**src/rtl/pcm_to_i2s_tx_if.sv**
```systemverilog
// ---------------------------------------------------------------------------
// pcm_to_i2s_tx_if
// Stereo PCM sample-pair handshake into the I2S transmitter.
//
// Handshake: a pair (in_left, in_right) transfers on every rising clk edge
// where in_valid && in_ready are both high. The master holds in_valid and
// the data stable until the transfer happens. in_ready may be asserted
// without in_valid, and it never depends combinationally on in_valid.
// ---------------------------------------------------------------------------
interface pcm_to_i2s_tx_if #(
  parameter int NUMBER_OF_BITS = 8
) ();

  logic                      in_valid;
  logic                      in_ready;
  logic [NUMBER_OF_BITS-1:0] in_left;
  logic [NUMBER_OF_BITS-1:0] in_right;

  // Upstream producer (beamformer sum stage or testbench driver)
  modport master (
    output in_valid,
    output in_left,
    output in_right,
    input  in_ready
  );

  // The I2S transmitter
  modport slave (
    input  in_valid,
    input  in_left,
    input  in_right,
    output in_ready
  );

endinterface

```
**src/rtl/pcm_to_i2s_tx.sv**
```systemverilog
// ---------------------------------------------------------------------------
// pcm_to_i2s_tx
// Philips-I2S master transmitter. Stereo PCM pairs arrive over a
// valid/ready handshake into a 2-entry FIFO; one pair is loaded per frame
// and shifted out MSB-first with the one-bit delay after each ws edge.
//
// Optional feature macro: I2S_TX_UNDERRUN_CNT_EN adds an 8-bit saturating
// underrun_count output. Without it the module has no counter at all.
// ---------------------------------------------------------------------------
module pcm_to_i2s_tx #(
  parameter int NUMBER_OF_BITS = 8,   // PCM bits per channel
  parameter int SLOT_BITS      = 16,  // bit periods per channel slot (>= NUMBER_OF_BITS+1)
  parameter int BCLK_DIV       = 2    // clk cycles per sck half-period (>= 1)
) (
  input  logic           clk,
  input  logic           rst_n,
  input  logic           ena,
  pcm_to_i2s_tx_if.slave pcm,
  output logic           sck,
  output logic           ws,
  output logic           sd,
  output logic           underrun
`ifdef I2S_TX_UNDERRUN_CNT_EN
  ,
  output logic [7:0]     underrun_count
`endif
);

  localparam int FRAME_BITS = 2 * SLOT_BITS;
  localparam int CW         = $clog2(FRAME_BITS);
  localparam int DW         = (BCLK_DIV > 1) ? $clog2(BCLK_DIV) : 1;

  localparam logic [CW-1:0] LAST_BIT = CW'(FRAME_BITS - 1);
  localparam logic [CW-1:0] SLOT_LEN = CW'(SLOT_BITS);
  localparam logic [DW-1:0] DIV_LAST = DW'(BCLK_DIV - 1);

  // ------------------------------------------------------------------------
  // Bit-clock timing state
  // ------------------------------------------------------------------------
  logic [DW-1:0] div_cnt;
  logic [CW-1:0] bit_cnt;      // position within the frame, 0..2*SLOT_BITS-1
  logic [CW-1:0] nxt_bit_cnt;
  logic          sck_toggle;   // sck changes level on this clk
  logic          sck_fall;     // the toggle is a high->low transition
  logic          frame_load;   // the fall that starts a new frame

  // ------------------------------------------------------------------------
  // FIFO state
  // ------------------------------------------------------------------------
  logic [NUMBER_OF_BITS-1:0] fifo_l [2];
  logic [NUMBER_OF_BITS-1:0] fifo_r [2];
  logic                      wr_ptr;
  logic                      rd_ptr;
  logic [1:0]                count;
  logic [1:0]                count_nxt;
  logic                      in_ready_q;
  logic                      push;
  logic                      pop;

  // ------------------------------------------------------------------------
  // Frame registers: the pair currently on the wire
  // ------------------------------------------------------------------------
  logic [NUMBER_OF_BITS-1:0] left_q;
  logic [NUMBER_OF_BITS-1:0] right_q;

  // Next serial bit, computed from the bit position entered at the fall
  logic [CW-1:0]             slot_pos;
  logic [NUMBER_OF_BITS-1:0] cur_sample;
  logic                      sd_nxt;

  // Divider edge and frame position decode
  always_comb begin
    sck_toggle  = ena && (div_cnt == DIV_LAST);
    sck_fall    = sck_toggle && sck;
    nxt_bit_cnt = (bit_cnt == LAST_BIT) ? '0 : bit_cnt + 1'b1;
    frame_load  = sck_fall && (nxt_bit_cnt == '0);
  end

  // Select sample bit for the slot position being entered (0 = delay bit)
  always_comb begin
    slot_pos   = (nxt_bit_cnt >= SLOT_LEN) ? nxt_bit_cnt - SLOT_LEN : nxt_bit_cnt;
    cur_sample = (nxt_bit_cnt >= SLOT_LEN) ? right_q : left_q;
    sd_nxt     = 1'b0;
    // Slot position k in 1..NUMBER_OF_BITS carries sample bit NUMBER_OF_BITS-k;
    // position 0 and the tail of the slot stay zero.
    for (int i = 0; i < NUMBER_OF_BITS; i++) begin
      if (int'(slot_pos) == NUMBER_OF_BITS - i) begin
        sd_nxt = cur_sample[i];
      end
    end
  end

  // Divider, sck/ws/sd generation and underrun pulse; everything holds while ena is low
  always_ff @(posedge clk or negedge rst_n) begin
    if (!rst_n) begin
      div_cnt  <= '0;
      bit_cnt  <= LAST_BIT;
      sck      <= 1'b0;
      ws       <= 1'b1;
      sd       <= 1'b0;
      underrun <= 1'b0;
    end else begin
      underrun <= 1'b0;
      if (ena) begin
        div_cnt <= sck_toggle ? '0 : div_cnt + 1'b1;
        if (sck_toggle) begin
          sck <= ~sck;
        end
        if (sck_fall) begin
          bit_cnt <= nxt_bit_cnt;
          ws      <= (nxt_bit_cnt >= SLOT_LEN);
          sd      <= sd_nxt;
        end
        if (frame_load) begin
          underrun <= (count == 2'd0);
        end
      end
    end
  end

  // Frame registers: take the FIFO head at frame start, or silence if empty
  always_ff @(posedge clk or negedge rst_n) begin
    if (!rst_n) begin
      left_q  <= '0;
      right_q <= '0;
    end else if (frame_load) begin
      if (pop) begin
        left_q  <= fifo_l[rd_ptr];
        right_q <= fifo_r[rd_ptr];
      end else begin
        left_q  <= '0;
        right_q <= '0;
      end
    end
  end

  // ------------------------------------------------------------------------
  // FIFO control. The pop decision uses occupancy before this cycle's push,
  // so a pair arriving into an empty FIFO on the load cycle waits a frame.
  // ------------------------------------------------------------------------
  always_comb begin
    push      = pcm.in_valid && in_ready_q;
    pop       = frame_load && (count != 2'd0);
    count_nxt = count;
    case ({push, pop})
      2'b10:   count_nxt = count + 2'd1;
      2'b01:   count_nxt = count - 2'd1;
      default: count_nxt = count;
    endcase
  end

  // Occupancy, pointers and registered ready (low whenever the FIFO is full)
  always_ff @(posedge clk or negedge rst_n) begin
    if (!rst_n) begin
      count      <= 2'd0;
      wr_ptr     <= 1'b0;
      rd_ptr     <= 1'b0;
      in_ready_q <= 1'b1;
    end else begin
      count      <= count_nxt;
      in_ready_q <= (count_nxt != 2'd2);
      if (push) begin
        wr_ptr <= ~wr_ptr;
      end
      if (pop) begin
        rd_ptr <= ~rd_ptr;
      end
    end
  end

  // FIFO storage; contents are don't-care while the occupancy says empty
  always_ff @(posedge clk) begin
    if (push) begin
      fifo_l[wr_ptr] <= pcm.in_left;
      fifo_r[wr_ptr] <= pcm.in_right;
    end
  end

  assign pcm.in_ready = in_ready_q;

`ifdef I2S_TX_UNDERRUN_CNT_EN
  // Saturating count of underrun pulses
  always_ff @(posedge clk or negedge rst_n) begin
    if (!rst_n) begin
      underrun_count <= 8'd0;
    end else if (underrun && (underrun_count != 8'hFF)) begin
      underrun_count <= underrun_count + 8'd1;
    end
  end
`endif

endmodule
```
**src/flat_wrapper.sv**
```systemverilog
// flat-port wrapper written by rule: the top's interface ports become plain ports
module pcm_to_i2s_tx_flat 
#(
  parameter int NUMBER_OF_BITS = 8,                          
  parameter int SLOT_BITS      = 16,                                                       
  parameter int BCLK_DIV       = 2                                            
)
  (clk, rst_n, ena, sck, ws, sd, underrun, pcm_in_valid, pcm_in_left, pcm_in_right, pcm_in_ready);
  pcm_to_i2s_tx_if #(.NUMBER_OF_BITS(NUMBER_OF_BITS)) pcm_i ();
  input  logic clk;
  input  logic rst_n;
  input  logic ena;
  output logic sck;
  output logic ws;
  output logic sd;
  output logic underrun;
  input wire logic [$bits(pcm_i.in_valid)-1:0] pcm_in_valid;
  input wire logic [$bits(pcm_i.in_left)-1:0] pcm_in_left;
  input wire logic [$bits(pcm_i.in_right)-1:0] pcm_in_right;
  output wire logic [$bits(pcm_i.in_ready)-1:0] pcm_in_ready;
  assign pcm_i.in_valid = pcm_in_valid;
  assign pcm_i.in_left = pcm_in_left;
  assign pcm_i.in_right = pcm_in_right;
  assign pcm_in_ready = pcm_i.in_ready;
  pcm_to_i2s_tx #(.NUMBER_OF_BITS(NUMBER_OF_BITS), .SLOT_BITS(SLOT_BITS), .BCLK_DIV(BCLK_DIV)) u_core (.clk(clk), .rst_n(rst_n), .ena(ena), .pcm(pcm_i), .sck(sck), .ws(ws), .sd(sd), .underrun(underrun));
endmodule
```
**config.mk**
```make
export PLATFORM = sky130hd
export DESIGN_NAME = pcm_to_i2s_tx_flat
export DESIGN_NICKNAME = d
export VERILOG_FILES = /design/src/rtl/pcm_to_i2s_tx_if.sv /design/src/rtl/pcm_to_i2s_tx.sv /design/src/flat_wrapper.sv
export SDC_FILE = /design/constraint.sdc
export NUM_CORES = 1
export LEC_CHECK = 0
export ABC_AREA = 1
export CORE_ASPECT_RATIO = 0.8
export CORE_MARGIN = 4
export CORE_UTILIZATION = 60
export DETAILED_ROUTE_END_ITERATION = 10
export DONT_BUFFER_PORTS = 1
export GPL_TIMING_DRIVEN = 0
export PLACE_DENSITY = 0.76
export SLEW_MARGIN = 25
export SYNTH_ARGS = -nofsm -noshare
export SYNTH_HDL_FRONTEND = slang
export SYNTH_SLANG_ARGS = --single-unit
```
**constraint.sdc**
```tcl
create_clock -name clk -period 3.9 [get_ports clk]
set_input_delay 0.78 -clock clk [delete_from_list [all_inputs] [get_ports clk]]
set_output_delay 0.78 -clock clk [all_outputs]
set_load 0.1 [all_outputs]
```
# --- After elaboration in Yosys (flattened, before gate mapping) ---
# Memories as Yosys holds them, arrays and structs flattened.
# Index checks and enable logic that the tools add are counted.
classes:
  addsub: 5
  n_lt_le_gt_ge: 1
  n_eq_ne: 12
  mux: 19
  bitwise_logic: 3
  reduce_logical: 10
ops:
  columns: ["operator", "n"]
  rows:
  - ["two-way mux 8 bit", 3]
  - ["== test 5 x 4 -> 1 bit (second input constant)", 4]
  - ["two-way mux 1 bit", 13]
  - ["== test 5 x 3 -> 1 bit (second input constant)", 2]
  - ["== test 5 bit (second input constant)", 2]
  - ["two-way mux 5 bit", 2]
  - ["adder 5 x 1 -> 5 bit (second input constant)", 1]
  - ["== test 5 x 2 -> 1 bit (second input constant)", 1]
  - ["greater-or-equal comparator 5 bit (second input constant)", 1]
  - ["logical AND 1 bit", 5]
  - ["zero test 5 bit", 1]
  - ["subtractor 5 bit (second input constant)", 1]
  - ["case mux 2 bit (2 select lines)", 1]
  - ["AND reduction 2 bit", 2]
  - ["NOT 1 bit", 3]
  - ["adder 2 x 1 -> 2 bit (second input constant)", 1]
  - ["== test 2 x 1 -> 1 bit (second input constant)", 1]
  - ["== test 2 bit (second input constant)", 1]
  - ["zero test 2 bit", 1]
  - ["!= test 2 bit (second input constant)", 1]
  - ["nonzero test 2 bit", 1]
  - ["subtractor 2 x 1 -> 2 bit (second input constant)", 1]
  - ["adder 1 bit (second input constant)", 1]
word_totals:
  regBits: 31
  ramBits: 32
  input_bits: 20
  out_inout_bits: 5
  wordCells: 64
  mem_count: 2
memory_table:
  columns: ["memory", "words", "word_bits", "rd", "rd_clocked_by_memory_dff", "write_ports", "line_no", "text"]
  rows:
  - ["u_core.fifo_l", 2, 8, 1, 0, 1, "pcm_to_i2s_tx.sv:50", "logic [NUMBER_OF_BITS-1:0] fifo_l [2];"]
  - ["u_core.fifo_r", 2, 8, 1, 0, 1, "pcm_to_i2s_tx.sv:51", "logic [NUMBER_OF_BITS-1:0] fifo_r [2];"]

# --- Depth between registers and ports, before layout ---
# Gate-level depths: netlist of run 1.
depth:
  ltp_word: 13
  ltp_mapped: 16

# --- Least setup slack after synthesis of run 1 ---
# OpenSTA, ideal clock, no wires.
synth_path:
  path_type: "reg2reg"
  start: "register u_core.sck"
  end: "register u_core.in_ready_q, in the netlist u_core.pcm.in_ready"
  setup_time_ns: 0.088
  arrival_ns: 2.614
  required_time_ns: 3.812
  path_slack_ns: 1.198
  path_stages_with_launch: 13
  path_buffers: 1
  cell_sequence: "dfrtp_1 inv_1 nor2_4 inv_4 nor2_8 o2111ai_4 buf_6 inv_1 ha_1 a21oi_1 o21ai_0 xnor2_1 nand3_1"
synth_between:
  elab_chain_cells: 6
  word_cells_on_any_way: 7
  classes_between: "eq/ne: 3; mux: 1; reduce/logical: 3"
synth_lines:
  columns: ["element", "line_no", "text"]
  rows:
  - ["start: declaration", "pcm_to_i2s_tx.sv:19", "output logic sck,"]
  - ["start signal: assignment", "pcm_to_i2s_tx.sv:107", "sck <= ~sck;"]
  - ["logical AND 1 bit *", "pcm_to_i2s_tx.sv:74", "sck_fall = sck_toggle && sck;"]
  - ["logical AND 1 bit *", "pcm_to_i2s_tx.sv:76", "frame_load = sck_fall && (nxt_bit_cnt == '0);"]
  - ["logical AND 1 bit *", "pcm_to_i2s_tx.sv:143", "pop = frame_load && (count != 2'd0);"]
  - ["via u_core.pop", "pcm_to_i2s_tx.sv:58", "logic pop;"]
  - ["== test 2 x 1 -> 1 bit / == test 2 bit (equally long branches)", "pcm_to_i2s_tx.sv:145", "case ({push, pop})"]
  - ["case mux 2 bit (2 select lines) *", "pcm_to_i2s_tx.sv:145", null]
  - ["via u_core.count_nxt[1]", "pcm_to_i2s_tx.sv:55", "logic [1:0] count_nxt;"]
  - ["!= test 2 bit *", "pcm_to_i2s_tx.sv:161", "in_ready_q <= (count_nxt != 2'd2);"]
  - ["end signal: assignment", "pcm_to_i2s_tx.sv:161", null]
  - ["end: declaration", "pcm_to_i2s_tx.sv:56", "logic in_ready_q;"]
# Mark *: on every way through the listed nets, which the timed path passes. The rest lies on a longest branch.
# A chain may end at the register's enable or synchronous reset.

# --- Final worst setup path of run 1 ---
layout_path:
  start: "register u_core.bit_cnt[0]"
  end: "register u_core.in_ready_q, in the netlist u_core.pcm.in_ready"
layout_between:
  elab_chain_cells: 8
  word_cells_on_any_way: 10
  classes_between: "add/sub: 1; eq/ne: 4; mux: 2; reduce/logical: 3"
layout_lines:
  columns: ["element", "line_no", "text"]
  rows:
  - ["start: declaration", "pcm_to_i2s_tx.sv:41", "logic [CW-1:0] bit_cnt;"]
  - ["start signal: assignment", "pcm_to_i2s_tx.sv:110", "bit_cnt <= nxt_bit_cnt;"]
  - ["adder 5 x 1 -> 5 bit / == test 5 bit (equally long branches)", "pcm_to_i2s_tx.sv:75", "nxt_bit_cnt = (bit_cnt == LAST_BIT) ? '0 : bit_cnt + 1'b1;"]
  - ["two-way mux 5 bit *", "pcm_to_i2s_tx.sv:75", null]
  - ["zero test 5 bit *", "pcm_to_i2s_tx.sv:76", null]
  - ["logical AND 1 bit *", "pcm_to_i2s_tx.sv:76", null]
  - ["logical AND 1 bit *", "pcm_to_i2s_tx.sv:143", null]
  - ["via u_core.pop", "pcm_to_i2s_tx.sv:58", null]
  - ["== test 2 x 1 -> 1 bit / == test 2 bit (equally long branches)", "pcm_to_i2s_tx.sv:145", null]
  - ["case mux 2 bit (2 select lines) *", "pcm_to_i2s_tx.sv:145", null]
  - ["via u_core.count_nxt[1]", "pcm_to_i2s_tx.sv:55", null]
  - ["!= test 2 bit *", "pcm_to_i2s_tx.sv:161", null]
# Marks and branches as above.

==> results of run 1 <==
path summary, 6_finish.rpt:
check	depth (start not counted)	to	slack (ns)	start
setup / recovery	16	u_core.pcm.in_ready	0.88	u_core.bit_cnt[0]
hold / removal	0	u_core.sd	0.13	rst_n
setup reg to reg	16	u_core.pcm.in_ready	0.88	u_core.bit_cnt[0]
hold reg to reg	2	u_core.left_q[7]	0.49	u_core.left_q[7]
max in group asynchronous	0	u_core.bit_cnt[0]	3.60	rst_n
min in group clk	2	u_core.left_q[7]	0.49	u_core.left_q[7]
layer usage:
metal | up-vias | routed length (µm) | share of wire | track usage
met1 | 731 | 1890 | 0.46 | 0.202
met5 | - | 0 | 0 | 0
li1 | 804 | - | - | -
met2 | 53 | 1880 | 0.45 | 0.254
met3 | 7 | 320 | 0.077 | 0.0854
met4 | 0 | 61 | 0.015 | 0.0837
worst max-delay path: stages, from the launching register on:
cell and delay [ns]:
sky130_fd_sc_hd__dfstp_2 0.58, sky130_fd_sc_hd__ha_1 0.19, sky130_fd_sc_hd__nand2_1 0.05, sky130_fd_sc_hd__nor2_1 0.14
sky130_fd_sc_hd__ha_1 0.23, sky130_fd_sc_hd__inv_2 0.06, sky130_fd_sc_hd__nand2_1 0.12, sky130_fd_sc_hd__inv_1 0.12
sky130_fd_sc_hd__nor2_4 0.19, sky130_fd_sc_hd__o2111ai_4 0.21, sky130_fd_sc_hd__buf_6 0.22, sky130_fd_sc_hd__inv_1 0.06
sky130_fd_sc_hd__ha_1 0.24, sky130_fd_sc_hd__a21oi_1 0.11, sky130_fd_sc_hd__o21ai_0 0.11, sky130_fd_sc_hd__xnor2_1 0.20
sky130_fd_sc_hd__nand3_1 0.09
power groups by stage:
stage | combinational [µW] | sequential, µW | clock [µW]
after CTS | 694 | 1180 | 512
after floorplan | 571 | 1160 | 0
final | 686 | 1170 | 501
after global routing | 772 | 1200 | 552
after global placement | 673 | 1180 | 0
after detailed placement | 692 | 1190 | 0
Yosys cell counts, drive strengths merged:
master	count	area share
a21oi	3	0.0055
buf	5	0.012
clkinv	1	0.0014
dfrtp	24	0.22
dfstp	7	0.067
edfxtp	32	0.35
ha	4	0.018
inv	13	0.019
mux2i	16	0.059
nand2	64	0.089
nand3	10	0.023
nand4	3	0.0069
nor2	14	0.034
nor3	1	0.0037
o2111ai	1	0.0096
o21ai	23	0.055
or2	2	0.0046
xnor2	4	0.013
xor2	2	0.0064
cell type report:
class | instances | share of cell area
tap | 57 | 0.0239
clock buffer | 11 | 0.0507
sequential | 63 | 0.585
multi-input combinational | 147 | 0.300
buffer | 5 | 0.0113
clock inverter | 5 | 0.0109
inverter | 14 | 0.0184
per-stage QoR:
step | total power, µW | setup slack [ns] | hold slack (ns) | std cells
3_3_place_gp | 1850 | 0.923 | 0.469 | 286
2_1_floorplan | 1730 | 1.20 | 0.453 | 229
5_1_grt | 2520 | 0.603 | 0.102 | 302
3_5_place_dp | 1880 | 0.891 | 0.470 | 286
4_1_cts | 2380 | 0.865 | 0.111 | 302
6_report | 2360 | 0.883 | 0.127 | 302
cell families after synthesis:
group,Yosys count,synth area share
simple gates,94,0.161
flops,63,0.640
compound gates,27,0.0698
buf+inv,19,0.0326
mux,16,0.0588
xor+xnor,6,0.0193
fa+ha+maj,4,0.0184
state kept, by name, indices dropped and copies added, names as in the netlist, 2 cells and up:
| register | cells |
|---|---|
| u_core.left_q | 8 |
| u_core.fifo_l | 16 |
| u_core.count | 2 |
| u_core.bit_cnt | 5 |
| u_core.fifo_r | 16 |
| u_core.right_q | 8 |
==> Flow_metrics.wiki, run 1 <==
{| class="wikitable"
! Metric !! Value
|-
| Outcome || finished, final reports clean
|-
| Hpwl dp || 2.83 mm
|-
| Std-Cell Rows || 21
|-
| Horizontal die dimension || 83.3 µm
|-
| Pin count of the biggest net entering global routing || 32
|-
| Reported net switching power || 928 µW
|-
| Arrival time at the worst endpoint || 3.28 ns
|-
| Routed vias/inst || 5.28
|-
| Combined area of all synthesized cells || 2730 µm²
|-
| Routed WL per cell || 13.7 µm
|-
| Antenna Violating Nets Remaining || 0
|-
| Share of the clock period used by the worst path after layout || 0.774
|-
| Register area share after synthesis || 0.640
|-
| RSZ-0062 raised after global routing || false
|-
| Number of buffers created by CTS || 9
|-
| Final routed wirelength across all metal layers || 4.15 mm
|-
| Yosys cell types || 28
|-
| Final #Nets || 264
|-
| Core area || 4280 µm²
|-
| Maximum fanout along the worst path || 10
|-
| Synthesized instance count || 229
|-
| Number of DRC violations after detailed-routing iteration 0 || 55
|-
| Slew Limit Headroom || 0.387
|-
| Y dimension of the die || 68.3 µm
|-
| Critical path endpoint category || flip-flop
|-
| Sequential group share of total power || 0.497
|-
| Proportion of layout cells with a drive suffix above 1 || 0.208
|-
| Time the worst path needs with I/O delays and setup || 3.02 ns
|-
| Data required time of the critical path || 4.16 ns
|-
| Boundary Pins || 25
|-
| Clock tree buffer depth || 2
|-
| Clock-pin slew on the worst setup and hold paths || 0.07 ns
|-
| Pre-Repair DR Iteration Count || 4
|-
| Hold WC Path Type || input pin to async pin
|-
| Area delta synth->final || 9.55%
|-
| Synthesized Nets || 253
|-
| Final instance area || 2990 µm²
|-
| Nature of the critical path startpoint || flip-flop
|-
| Number of max-capacitance violations reported || 0
|-
| Slew at the pin closest to its max-slew limit || 0.919 ns
|-
| Core utilization of the finished layout || 0.697
|-
| Cell area after placement || 2800 µm²
|-
| Clk sinks || 63
|-
| Sum of negative setup slack || 0 ns
|-
| Total power density per cell area || 791 nW/µm²
|-
| Number of pins with negative max-slew slack in the final report || 0
|-
| Global route overflow || 0
|-
| Clock power share || 0.212
|-
| TritonCTS clock tree || built
|-
| Initial Utilization || 0.636
|-
| First-pass GRT wire length || 6.91 mm
|-
| Fmax || 331 MHz
|-
| Die outline area || 5690 µm²
|-
| Peak VDD IR || 0.000439 V
|-
| Area of the multi-input gates || 896 µm²
|-
| Number of synthesis warnings || 0
|-
| Switching share of total power || 0.393
|-
| Post-route DRC || 0
|-
| CTS hold repair buffers || 0
|-
| Insertion delay to the later sink of the worst-skew pair || 0.34 ns
|-
| Combinational share of power || 0.291
|-
| Via count of the first global-routing pass || 1500
|-
| Number of setup buffers added after CTS || 0
|-
| Int Power || 1430 µW
|-
| RePlAce Congestion || 0.878
|-
| Yosys reg bits || 63
|-
| Initial antenna violation count || 0
|-
| Most frequent standard cell in the layout excluding fill and tap cells || sky130_fd_sc_hd__nand2_1
|-
| Antenna cells || 0
|-
| Post-cts sizing count || 0
|-
| H-tree depth || 3
|-
| Fin Clk Skew || 0.00413 ns
|-
| Number of setup violations in the final report || 0
|-
| Average cell area after synthesis || 11.9 µm²
|-
| P_leak || 0.00125 µW
|-
| Clock Tree Root || sky130_fd_sc_hd__clkbuf_8
|-
| Total vias in the final route || 1595
|-
| Kind of critical path || flip-flop to flip-flop
|-
| Filler Cells Inserted || 329
|-
| Total area of sequential cells || 1750 µm²
|-
| GRT Util Overall || 0.168
|-
| Top library cells by usage in the layout, fill and taps aside || 63 x sky130_fd_sc_hd__nand2_1, 32 x sky130_fd_sc_hd__edfxtp_1, 24 x sky130_fd_sc_hd__dfrtp_1
|-
| Count of input and output buffers || 0
|-
| Hold Vio Cnt, Final || 0
|}
Power figures use the tool's default switching activity.
==> run 2, diff against run 1 <==
--- a/config.mk
+++ b/config.mk
@@ -5,7 +5,7 @@
 export SDC_FILE = /design/constraint.sdc
 export NUM_CORES = 1
 export LEC_CHECK = 0
-export ABC_AREA = 1
+export ABC_AREA = 0
 export CORE_ASPECT_RATIO = 0.8
 export CORE_MARGIN = 4
 export CORE_UTILIZATION = 60
==> constraint.sdc (replaced) <==
create_clock -name clk -period 3.1 [get_ports clk]
set_input_delay 0.62 -clock clk [delete_from_list [all_inputs] [get_ports clk]]
set_output_delay 0.62 -clock clk [all_outputs]
set_load 0.1 [all_outputs]
==> Flow_metrics.wiki, run 2 <==
{| class="wikitable"
! Metric !! Value
|-
| Simple-gate portion of the synthesized area || 0.0782
|-
| Antenna cells || 0
|-
| Top library cells by usage in the layout, fill and taps aside || 32 x sky130_fd_sc_hd__edfxtp_1, 24 x sky130_fd_sc_hd__dfrtp_1, 17 x sky130_fd_sc_hd__mux2i_1
|-
| Portion of netlist area occupied by mux cells || 0.101
|-
| Number of buffers created by CTS || 9
|-
| Number of max-capacitance violations reported || 0
|-
| Main combinational cell family by area after synthesis || multiplexers
|-
| Hold_ws || 0.0871 ns
|-
| Cell with the most instances after synthesis || sky130_fd_sc_hd__edfxtp_1
|-
| Initial Utilization || 0.632
|-
| Area fraction of the dominant cell type after synthesis || 0.357
|-
| Share of the synthesized netlist area taken by xor and xnor gates || 0.0293
|-
| Std-Cell Rows || 21
|-
| Number of synthesis warnings || 0
|-
| Async set-reset flop share out of synthesis || 0.492
|-
| Horizontal die dimension || 82.8 µm
|-
| Die outline area || 5620 µm²
|-
| Initial antenna violation count || 0
|-
| Share of the clock period used by the worst path after layout || 0.919
|-
| Combinational share of power || 0.261
|-
| Register area share after synthesis || 0.649
|-
| Post-synthesis share of cell area spent on full adders, half adders and majority gates || 0.0186
|-
| Most frequent standard cell in the layout excluding fill and tap cells || sky130_fd_sc_hd__edfxtp_1
|-
| Fmax || 351 MHz
|-
| Via count of the first global-routing pass || 1611
|-
| Y dimension of the die || 67.9 µm
|-
| Clock power share || 0.242
|-
| Area of the multi-input gates || 882 µm²
|-
| Library cell with the largest summed area after synthesis || sky130_fd_sc_hd__edfxtp_1
|-
| Count of input and output buffers || 0
|-
| Hold WC Path Type || input pin to async pin
|-
| Hpwl dp || 3.21 mm
|-
| Largest regs || u_core.fifo_l: 16 flops, u_core.fifo_r: 16 flops
|-
| Sum of negative setup slack || 0 ns
|-
| Area delta synth->final || 11.8%
|-
| Average cell area after synthesis || 14.8 µm²
|-
| Peak VDD IR || 0.000590 V
|-
| Outcome || finished, final reports clean
|-
| Core area || 4260 µm²
|-
| Antenna Violating Nets Remaining || 0
|-
| Total area of sequential cells || 1750 µm²
|-
| Time the worst path needs with I/O delays and setup || 2.85 ns
|-
| H-tree depth || 3
|-
| Reported net switching power || 1090 µW
|-
| Int Power || 2050 µW
|-
| Insertion delay to the later sink of the worst-skew pair || 0.33 ns
|-
| Synthesized Nets || 206
|-
| Slew at the pin closest to its max-slew limit || 0.968 ns
|-
| Nature of the critical path startpoint || flip-flop
|-
| Clock tree buffer depth || 2
|-
| RePlAce Congestion || 0.786
|-
| Filler Cells Inserted || 303
|-
| Number of setup violations in the final report || 0
|-
| Yosys reg bits || 63
|-
| Combined area of all synthesized cells || 2690 µm²
|-
| Pin count of the biggest net entering global routing || 25
|-
| Routed vias/inst || 5.91
|-
| Total vias in the final route || 1514
|-
| Synth Flop Type || sky130_fd_sc_hd__edfxtp_1
|-
| Top cells by instance count after synthesis || 32 x sky130_fd_sc_hd__edfxtp_1, 24 x sky130_fd_sc_hd__dfrtp_1, 17 x sky130_fd_sc_hd__mux2i_1
|-
| RSZ-0062 raised after global routing || false
|-
| Critical path endpoint category || flip-flop
|-
| Yosys cell types || 41
|-
| Final routed wirelength across all metal layers || 4.67 mm
|-
| Sequential group share of total power || 0.496
|-
| Switching share of total power || 0.347
|-
| Main area contributors after synthesis || sky130_fd_sc_hd__edfxtp_1 36%, sky130_fd_sc_hd__dfrtp_1 22%, sky130_fd_sc_hd__dfstp_2 6.8%
|-
| First-pass GRT wire length || 7.66 mm
|-
| Number of pins with negative max-slew slack in the final report || 0
|-
| Data required time of the critical path || 3.36 ns
|-
| GRT Util Overall || 0.185
|-
| Clock-pin slew on the worst setup and hold paths || 0.07 ns
|-
| Synthesized instance count || 182
|-
| P_leak || 0.00118 µW
|-
| Slew Limit Headroom || 0.354
|-
| Synthesized-area fraction occupied by ao, oa, aoi and oai cells || 0.0982
|-
| Proportion of layout cells with a drive suffix above 1 || 0.226
|-
| Clk sinks || 63
|-
| Kind of critical path || flip-flop to flip-flop
|-
| Maximum fanout along the worst path || 10
|-
| Number of enable flip-flop cells after synthesis || 32
|-
| Global route overflow || 0
|-
| Total power density per cell area || 1040 nW/µm²
|-
| Pre-Repair DR Iteration Count || 4
|-
| Boundary Pins || 25
|-
| Hold Vio Cnt, Final || 0
|-
| Fin Clk Skew || 0.00569 ns
|-
| TritonCTS clock tree || built
|-
| Post-route DRC || 0
|-
| Clock Tree Root || sky130_fd_sc_hd__clkbuf_8
|-
| Arrival time at the worst endpoint || 3.11 ns
|-
| Final #Nets || 218
|-
| Routed WL per cell || 18.3 µm
|-
| Number of DRC violations after detailed-routing iteration 0 || 95
|}
## run 2: kinds of logic after synthesis
logic type / count (synthesis)
fa+ha+maj: 4
compound gates: 33
buf+inv: 11
xor+xnor: 9
flops: 63
simple gates: 39
mux: 23
## run 2: timing repair
action | CTS | global route
resized for setup | 0 | 2
buffers inserted | 0 | 0
hold buffers | 1 | 0
setup endpoints to repair | 0 | 2
hold endpoints to repair | 24 | 0
## run 2: power by group through the flow
stage	combinational [µW]	clock (µW)	sequential, µW
2_1_floorplan	658	0	1510
4_1_cts	818	773	1560
3_5_place_dp	801	0	1570
5_1_grt	901	821	1590
3_3_place_gp	757	0	1560
6_report	821	760	1560
## run 2: worst paths after layout
kind | startpoint | endpoint | slack, ns | depth (start not counted)
worst max-delay path | u_core.bit_cnt[1] | u_core.pcm.in_ready | 0.25 | 13
worst min-delay path | rst_n | u_core.left_q[5] | 0.09 | 1
worst max register to register | u_core.bit_cnt[1] | u_core.pcm.in_ready | 0.25 | 13
worst min register to register | u_core.left_q[4] | u_core.left_q[4] | 0.50 | 1
max in group asynchronous | rst_n | u_core.right_q[3] | 2.86 | 1
min in group clk | ena | u_core.div_cnt | 0.37 | 1
## run 2: worst max-delay path, stage by stage, from the launching register on
cell and delay (ns):
sky130_fd_sc_hd__dfstp_2 0.60, sky130_fd_sc_hd__ha_2 0.25, sky130_fd_sc_hd__and3_1 0.21, sky130_fd_sc_hd__ha_1 0.15, sky130_fd_sc_hd__buf_4 0.15, sky130_fd_sc_hd__o21ai_0 0.13, sky130_fd_sc_hd__nor2_2 0.21, sky130_fd_sc_hd__o211ai_4 0.17
sky130_fd_sc_hd__buf_6 0.18, sky130_fd_sc_hd__inv_1 0.06, sky130_fd_sc_hd__ha_1 0.24, sky130_fd_sc_hd__nor2_1 0.15, sky130_fd_sc_hd__xor2_1 0.20, sky130_fd_sc_hd__nand2_1 0.08
## run 2: area by class of cell
class / count / area share
Buffer: 9 / 0.0204
Clock buffer: 9 / 0.0412
Clock inverter: 7 / 0.0316
Inverter: 2 / 0.00250
Multi-Input combinational cell: 108 / 0.293
Sequential cell: 63 / 0.581
Tap cell: 57 / 0.0237
Timing Repair Buffer: 1 / 0.00666
## run 2: layer usage
layer  routed length (µm)  GRT usage  part of all wire  vias to the layer above
met5                    0          0                 0                        -
met4                   61     0.0714             0.013                        0
met3                  281     0.0806             0.060                        8
met2                 2390      0.317              0.51                       44
met1                 1950      0.210              0.42                      750
li1                     -          -                 -                      712
## run 2: stage by stage
stage | cells | setup WS (ns) | total power, µW | area [µm²] | utilization
floorplan | 182 | 0.516 | 2160 | 2690 | -
global placement | 239 | 0.297 | 2310 | 2760 | 0.648
detailed placement | 239 | 0.157 | 2370 | 2760 | 0.649
CTS | 256 | 0.119 | 3150 | 3000 | 0.705
global route | 256 | 0.0509 | 3310 | 3010 | 0.706
finish | 256 | 0.250 | 3140 | 3010 | 0.706
==> run 3, diff against run 2 <==
--- a/config.mk
+++ b/config.mk
@@ -5,14 +5,14 @@
 export SDC_FILE = /design/constraint.sdc
 export NUM_CORES = 1
 export LEC_CHECK = 0
-export ABC_AREA = 0
 export CORE_ASPECT_RATIO = 0.8
 export CORE_MARGIN = 4
 export CORE_UTILIZATION = 60
 export DETAILED_ROUTE_END_ITERATION = 10
 export DONT_BUFFER_PORTS = 1
 export GPL_TIMING_DRIVEN = 0
-export PLACE_DENSITY = 0.76
+export PLACE_DENSITY = 0.75
+export RECOVER_POWER = 100
 export SLEW_MARGIN = 25
 export SYNTH_ARGS = -nofsm -noshare
 export SYNTH_HDL_FRONTEND = slang
==> Flow_metrics.wiki, run 3 (synthesized netlist as in run 2, its figures left out) <==
{| class="wikitable"
! Metric !! Value
|-
| Outcome || finished, final reports clean
|-
| Initial Utilization || 0.632
|-
| Horizontal die dimension || 82.8 µm
|-
| Initial antenna violation count || 0
|-
| Critical R2R Capture || u_core.pcm.in_ready
|-
| Kind of critical path || flip-flop to flip-flop
|-
| WP buf/inv || 3
|-
| Uppermost signal routing layer after detailed routing || met4
|-
| Count of input and output buffers || 0
|-
| Number of max-capacitance violations reported || 0
|-
| RSZ-0062 raised after global routing || false
|-
| Data required time of the critical path || 3.37 ns
|-
| Combinational share of power || 0.265
|-
| Core area || 4260 µm²
|-
| Arrival time at the worst endpoint || 3.11 ns
|-
| Crit path max-delay cell type || sky130_fd_sc_hd__dfstp_2
|-
| Register-to-Register Setup Slack || 0.26 ns
|-
| Most common cell type on the critical path || sky130_fd_sc_hd__ha_1
|-
| Total power density per cell area || 1020 nW/µm²
|-
| Detailed route wirelength on metal3 || 352 µm
|-
| First-pass GRT wire length || 7.51 mm
|-
| Fin Clk Skew || 0.00952 ns
|-
| Number of setup buffers added after CTS || 0
|-
| Pre-Repair DR Iteration Count || 4
|-
| Slew Limit Headroom || 0.137
|-
| Nature of the critical path startpoint || flip-flop
|-
| P_leak || 0.00115 µW
|-
| Post-Route M1 WL || 1.97 mm
|-
| Switching share of total power || 0.359
|-
| Reported net switching power || 1080 µW
|-
| Hold_ws || 0.113 ns
|-
| Routed WL per cell || 17.9 µm
|-
| Clock power share || 0.221
|-
| Hold Vio Cnt, Final || 0
|-
| Clock Tree Root || sky130_fd_sc_hd__clkbuf_8
|-
| Slew at the pin closest to its max-slew limit || 1.29 ns
|-
| Top library cells by usage in the layout, fill and taps aside || 32 x sky130_fd_sc_hd__edfxtp_1, 24 x sky130_fd_sc_hd__dfrtp_1, 17 x sky130_fd_sc_hd__mux2i_1
|-
| Final #Nets || 218
|-
| Std-Cell Rows || 21
|-
| Clock tree buffer depth || 2
|-
| Peak VDD IR || 0.000762 V
|-
| RePlAce Congestion || 0.876
|-
| H-tree depth || 3
|-
| Boundary Pins || 25
|-
| Routed vias/inst || 5.97
|-
| Y dimension of the die || 67.9 µm
|-
| Fmax || 352 MHz
|-
| Critical path endpoint category || flip-flop
|-
| Number of DRC violations after detailed-routing iteration 0 || 155
|-
| Worst path top cell family by delay || adder cells
|-
| Insertion delay to the later sink of the worst-skew pair || 0.35 ns
|-
| Pin count of the biggest net entering global routing || 25
|-
| Global route overflow || 0
|-
| Clk sinks || 63
|-
| Final routed wirelength across all metal layers || 4.59 mm
|-
| Post-route DRC || 0
|-
| GRT Util Overall || 0.184
|-
| Sum of negative setup slack || 0 ns
|-
| Die outline area || 5620 µm²
|-
| Sequential group share of total power || 0.514
|-
| Total vias in the final route || 1528
|-
| Met2 WL post-DR || 2.21 mm
|-
| Proportion of layout cells with a drive suffix above 1 || 0.191
|-
| Antenna Violating Nets Remaining || 0
|-
| R2r startpoint || u_core.bit_cnt[1]
|-
| Int Power || 1940 µW
|-
| Hpwl dp || 3.11 mm
|-
| Area delta synth->final || 9.82%
|-
| Depth of the worst register-to-register path || 13
|-
| Largest regs || u_core.fifo_l: 16 flops, u_core.fifo_r: 16 flops
|-
| Most frequent standard cell in the layout excluding fill and tap cells || sky130_fd_sc_hd__edfxtp_1
|-
| Share of the clock period used by the worst path after layout || 0.916
|-
| Hold WC Path Type || input pin to async pin
|-
| Via count of the first global-routing pass || 1522
|-
| Number of buffers created by CTS || 9
|-
| Clock-pin slew on the worst setup and hold paths || 0.07 ns
|-
| Filler Cells Inserted || 292
|-
| TritonCTS clock tree || built
|-
| Worst-path cell chain || ha_1 > and3_1 > ha_1 > buf_4 > o21ai_0 > nor2_2 > o211ai_4 > buf_6 > inv_1 > ha_1 > nor2_1 > xor2_1 > nand2_1
|-
| Number of pins with negative max-slew slack in the final report || 0
|-
| Time the worst path needs with I/O delays and setup || 2.84 ns
|-
| Number of setup violations in the final report || 0
|-
| Biggest cell delay along the critical path || 0.60 ns
|-
| Antenna cells || 0
|-
| Maximum fanout along the worst path || 10
|}
## run 3: how the worst max path moves through the flow
stage / start / endpoint / slack [ns] / cells past startpoint
5_1_grt: u_core.bit_cnt[1] / u_core.pcm.in_ready / 0.09 / 13
2_1_floorplan: u_core.bit_cnt[1] / u_core.pcm.in_ready / 0.52 / 13
4_1_cts: u_core.bit_cnt[1] / u_core.pcm.in_ready / 0.18 / 13
3_5_place_dp: u_core.bit_cnt[1] / u_core.pcm.in_ready / 0.21 / 13
6_report: u_core.bit_cnt[1] / u_core.pcm.in_ready / 0.26 / 13
3_3_place_gp: u_core.bit_cnt[1] / u_core.pcm.in_ready / 0.31 / 13
## run 3: layout make-up
type	count	area, µm²	area share
Clock inverter	4	26.3	0.00890
Buffer	9	56.3	0.0191
Sequential cell	63	1750	0.591
Clock buffer	12	165	0.0559
Inverter	2	7.51	0.00254
Tap cell	57	71.3	0.0242
Multi-Input combinational cell	108	877	0.297
Timing Repair Buffer	1	3.75	0.00127
## run 3: power by group through the flow
stage | Combinational [µW] | Clock [µW] | Sequential (µW)
after floorplan | 658 | 0 | 1510
after global placement | 752 | 0 | 1560
after detailed placement | 794 | 0 | 1570
after CTS | 808 | 680 | 1560
after global routing | 876 | 728 | 1580
final | 802 | 667 | 1550
## run 3: routing by layer
| metal | up-vias | track usage |
|---|---|---|
| met2 | 47 | 0.285 |
| met4 | 0 | 0.0714 |
| li1 | 709 | - |
| met3 | 8 | 0.102 |
| met5 | - | 0 |
| met1 | 764 | 0.217 |
## run 3: what timing repair did
action                                  in CTS  in global routing
endpoints found under the setup margin       0                  1
hold endpoints to repair                    24                  0
gates resized for setup                      0                  1
hold buffers                                 1                  0
## run 3: stage by stage
stage / utilization / cell area, µm² / power, µW / std cells / setup WS (ns)
floorplan: - / 2690 / 2160 / 182 / 0.516
global placement: 0.648 / 2760 / 2310 / 239 / 0.310
detailed placement: 0.649 / 2760 / 2360 / 239 / 0.213
CTS: 0.699 / 2970 / 3050 / 256 / 0.179
global route: 0.694 / 2950 / 3180 / 256 / 0.0933
finish: 0.694 / 2950 / 3020 / 256 / 0.262
